### src/rtl/ext_pipe.sv
// Pipelined immediate extender: combinational extension, registered output stage,
// one-entry skid buffer behind it, synchronous flush and a saturating illegal-opcode counter.
module ext_pipe #(
    parameter int DATA_W  = 32,
    parameter int IMM_W   = 16,
    parameter int SHIFT_B = 2,
    parameter int ERR_W   = 8
) (
    input  logic              clk,
    input  logic              reset,
    input  logic              flush,
    input  logic              in_valid,
    output logic              in_ready,
    input  logic [IMM_W-1:0]  imm,
    input  logic [2:0]        eop,
    output logic              out_valid,
    input  logic              out_ready,
    output logic [DATA_W-1:0] ext_out,
    output logic              ext_err,
    output logic [ERR_W-1:0]  err_cnt
);

    localparam logic [2:0] OP_SIGN = 3'b000;
    localparam logic [2:0] OP_ZERO = 3'b001;
    localparam logic [2:0] OP_LUI  = 3'b010;
    localparam logic [2:0] OP_BR   = 3'b011;
    localparam logic [2:0] OP_SHL1 = 3'b100;

    // Returns {err, value}; illegal opcodes yield a zero value with err set.
    function automatic logic [DATA_W:0] extend(input logic [IMM_W-1:0] i, input logic [2:0] op);
        logic signed [DATA_W-1:0] s;
        logic        [DATA_W-1:0] r;
        logic                     e;
        s = {{(DATA_W-IMM_W){i[IMM_W-1]}}, i};
        r = '0;
        e = 1'b0;
        case (op)
            OP_SIGN: r = s;
            OP_ZERO: r = {{(DATA_W-IMM_W){1'b0}}, i};
            OP_LUI:  r = {i, {(DATA_W-IMM_W){1'b0}}};
            OP_BR:   r = s <<< SHIFT_B;
            OP_SHL1: r = s <<< 1;
            default: e = 1'b1;
        endcase
        return {e, r};
    endfunction

    function automatic logic [ERR_W-1:0] sat_inc(input logic [ERR_W-1:0] c);
        return (&c) ? c : c + ERR_W'(1);
    endfunction

    logic [DATA_W-1:0] ext_p0;
    logic              err_p0;
    logic [DATA_W-1:0] skid_ext_p1;
    logic              skid_err_p1;
    logic              vld_p1;
    logic              vld_p2;
    logic              accept;
    logic              main_free;

    // Stage p0: combinational extension of the presented immediate
    assign {err_p0, ext_p0} = extend(imm, eop);

    assign in_ready  = !vld_p1 && !reset;
    assign accept    = in_valid && in_ready;
    assign main_free = !vld_p2 || out_ready;
    assign out_valid = vld_p2;

    // Stage p1: skid entry, only written while the main register is held
    always_ff @(posedge clk) begin
        if (accept && !main_free) begin
            skid_ext_p1 <= ext_p0;
            skid_err_p1 <= err_p0;
        end
    end

    // Stage p2: main register driving the outputs, plus both valid bits
    always_ff @(posedge clk) begin
        if (reset) begin
            vld_p1  <= 1'b0;
            vld_p2  <= 1'b0;
            ext_out <= '0;
            ext_err <= 1'b0;
            err_cnt <= '0;
        end else begin
            if (accept && err_p0) begin
                err_cnt <= sat_inc(err_cnt);
            end
            if (flush) begin
                vld_p1 <= 1'b0;
                vld_p2 <= 1'b0;
            end else if (main_free) begin
                if (vld_p1) begin
                    ext_out <= skid_ext_p1;
                    ext_err <= skid_err_p1;
                    vld_p2  <= 1'b1;
                    vld_p1  <= 1'b0;
                end else if (accept) begin
                    ext_out <= ext_p0;
                    ext_err <= err_p0;
                    vld_p2  <= 1'b1;
                end else begin
                    vld_p2  <= 1'b0;
                end
            end else if (accept) begin
                vld_p1 <= 1'b1;
            end
        end
    end

endmodule

### config.mk
export PLATFORM = sky130hd
export DESIGN_NAME = ext_pipe
export DESIGN_NICKNAME = d
export VERILOG_FILES = /design/src/rtl/ext_pipe.sv
export SDC_FILE = /design/constraint.sdc
export NUM_CORES = 1
export LEC_CHECK = 0
export CAP_MARGIN = 20
export CORE_ASPECT_RATIO = 0.75
export CORE_MARGIN = 10
export CORE_UTILIZATION = 56
export CTS_CLUSTER_DIAMETER = 40
export DETAILED_ROUTE_END_ITERATION = 10
export PLACE_DENSITY = 0.85
export SLEW_MARGIN = 20
export SYNTH_ARGS = -nofsm -noshare
export SYNTH_HDL_FRONTEND = slang
export SYNTH_SLANG_ARGS = --single-unit
### constraint.sdc
create_clock -name clk -period 7.7 [get_ports clk]
set_input_delay 1.54 -clock clk [delete_from_list [all_inputs] [get_ports clk]]
set_output_delay 1.54 -clock clk [all_outputs]
set_load 0.05 [all_outputs]
==> qor.yml <==
run_status:
  status: "finished, final reports clean"
setup_path:
  critPathMaxFanout: 40
  critical_path.startpoint: "reset"
  end_kind: "primary output"
  cp.arrival_ps: 3470
  required_ps: 6160
  startpoint_type: "input port"
  worstSetupPathType: "in2out"
  r2r_start: "vld_p1"
global_route:
  overflow: 0
  grt_pass1_wl_microns: 14190
  grt_max_degree: 47
  grt.total_usage: 0.1741
  grt_util_met1: 0.2133
  met2_usage: 0.2798
  grtUsageMet3: 0.05969
  first_global_vias: 2831
  top_usage_layer: "met2"
  grt_antenna_before_repair: 0
detailed_routing:
  drt_wl_total_microns: 8811
  first_iter_violations: 274
  wl_per_cell_microns: 17.84
  vias_per_cell: 6.069
  postRouteAntennaNets: 0
  first_pass_iters: 5
  drc_errors: 0
  routed-via-count: 2998
logic_synthesis:
  synth_top_family_by_area: "simple AND/OR/NAND/NOR gates"
  synth_seq_cells: 76
  synth_nets: 380
  yosys.area_share.simple: 0.2420
  yosysWarnings: 0
  synth_common_cells: "52 x nand2_1, 43 x dfxtp_1, 33 x edfxtp_1, 25 x nand2b_1, 20 x a21oi_1"
  synth.top_cell.area_share: 0.2769
  ys_seq_area_frac: 0.5175
  synthTopCellsByArea: "edfxtp_1 28%, dfxtp_1 24%, nand2_1 5.5%, nand2b_1 4.4%, a32o_1 3.9%"
  syn_area_sq_mm: 0.003578
  synthXorXnorAreaFrac: 0.007343
  yosysMostFrequentCell: "nand2_1"
  ys_types: 48
  netlist_instances: 355
  synth_edf_count: 33
  yosysTopAreaCell: "edfxtp_1"
  synth.area.mux_share: 0.008741
  synth_compound_area_frac: 0.1797
  async_reset_ff_frac: 0
  synth_flop_cell: "dfxtp_1"
  syn_avg_cell_area_sq_um: 10.08
  synth_fa_ha_area_frac: 0.003497
place:
  place_area_sq_mm: 0.004225
  portBuffers: 66
  pre_cts_ws_ps: 2705
  dp_hpwl_microns: 6059
  finalWeightedCongestion: 0.8835
final_layout:
  final_area_sq_mm: 0.004422
  diodes: 0
  multi_input_area_sq_mm: 0.001582
  area_growth_pct: 23.57
  layout-drive-gt1-share: 0.07264
  fin_nets: 433
  seqCellArea_sq_mm: 0.001852
  fill_cells: 493
floorplanning:
  die_area_sq_mm: 0.01002
  initial_core_util: 0.5720
  num_rows: 25
  ioPinCount: 67
  die_x_microns: 112.3
  core_area_sq_mm: 0.006256
  die_h_microns: 89.23
clock_network:
  post-cts-setup-buffers: 0
  holdBufCountCts: 0
  clock_path_buffers: 2
  clkLatencyLatePin_ps: 340
  cts-htree-levels: 3
  cts_tree: "yes"
  numClockSinks: 76
  cts.clk_slew.worst_paths_ps: 70
  cts_root_buf: "clkbuf_8"
  numCtsBuffers: 9
  cts_resized: 0
power_and_ir_drop:
  power.density_mw_per_mm2: 186.9
  p_leak_nw: 1.554
  report.power.total_w: 0.0008266
  ir_worst_vdd_v: 0.00009822
timing:
  setup_viol: 0
  fin_skew_ps: 5.579
  tightest_slew_ps: 977.9
  rsz0062_at_grt: "false"
  slew_violations: 0
  final_hold_viol_count: 0
  worst_slack_ps: 2689
  period_needed_ps: 5012
  setup_tns_ps: 0
  holdWs_ps: 455.5
  finalCritPeriodShare: 0.6508
  max_freq_ghz: 0.1995
  relSlewSlack: 0.3456
hold_path:
  hp-class: "reg2reg"
  hp-start: "ext_out[4]"
run:
  drv_cap: 0
stage by stage:
stage,utilization,cells
6_report,0.7068,494
5_1_grt,0.7068,494
4_1_cts,0.7068,494
3_5_place_dp,0.6754,478
3_3_place_gp,0.6754,478
2_1_floorplan,-,355
area by class of cell:
type,instances,area share
tap,81,0.02292
sequential,76,0.4188
multi-input combinational,250,0.3577
inverter,2,0.001698
clock buffer,13,0.04075
clock inverter,3,0.003679
timing repair buffer,69,0.1545
critical path, cell delays in order:
cell             delay, ps
clkdlybuf4s50_1        390
buf_4                  250
nor2_1                 380
clkdlybuf4s50_1        890
logic make-up after synthesis:
family,count (synthesis)
xor+xnor,3
compound gates,81
fa+ha+maj,1
flops,76
simple gates,162
buf+inv,29
mux,3
cell usage in the layout, fill, tap and decap left out, types with 6 or more instances in the layout:
cell,netlist,layout
nand3_1,17,17
clkbuf_8,0,11
edfxtp_1,33,33
and2_1,11,11
clkdlybuf4s50_1,0,66
nor2b_1,8,7
nand2b_1,25,25
a221o_1,9,9
nor2_1,13,13
a21oi_1,20,20
a32o_1,14,14
nor3b_1,15,15
dfxtp_1,43,43
nand2_1,52,52
o21ai_0,6,6
nor3_1,6,6
o211ai_1,9,9
path summary, 6_finish.rpt:
path / end / slack (ps) / cells after the start
worst min-delay path: ext_out[4] / 460 / 2
worst max register to register: ext_out[23] / 5270 / 4
worst max-delay path: in_ready / 2690 / 4
worst min register to register: ext_out[4] / 460 / 2
report_power, final:
group          internal, W  switching (W)  total, W
Combinational    0.0000391      0.0000639  0.000103
Clock             0.000154       0.000140  0.000293
Sequential        0.000427     0.00000318  0.000430
Total             0.000620       0.000207  0.000827
per-layer routing:
layer | share of wire | vias up
met3 | 0.092 | 21
li1 | - | 1411
met1 | 0.41 | 1411
met5 | 0 | -
met4 | 0.019 | 0
met2 | 0.48 | 155
registers in the layout, indices dropped and copies added (netlist names):
| signal | count |
|---|---|
| ext_out | 32 |
| out_valid | 1 |
| err_cnt | 8 |
| vld_p1 | 1 |
| ext_err | 1 |
| skid_err_p1 | 1 |
| skid_ext_p1 | 32 |
Power figures use the tool's default switching activity.
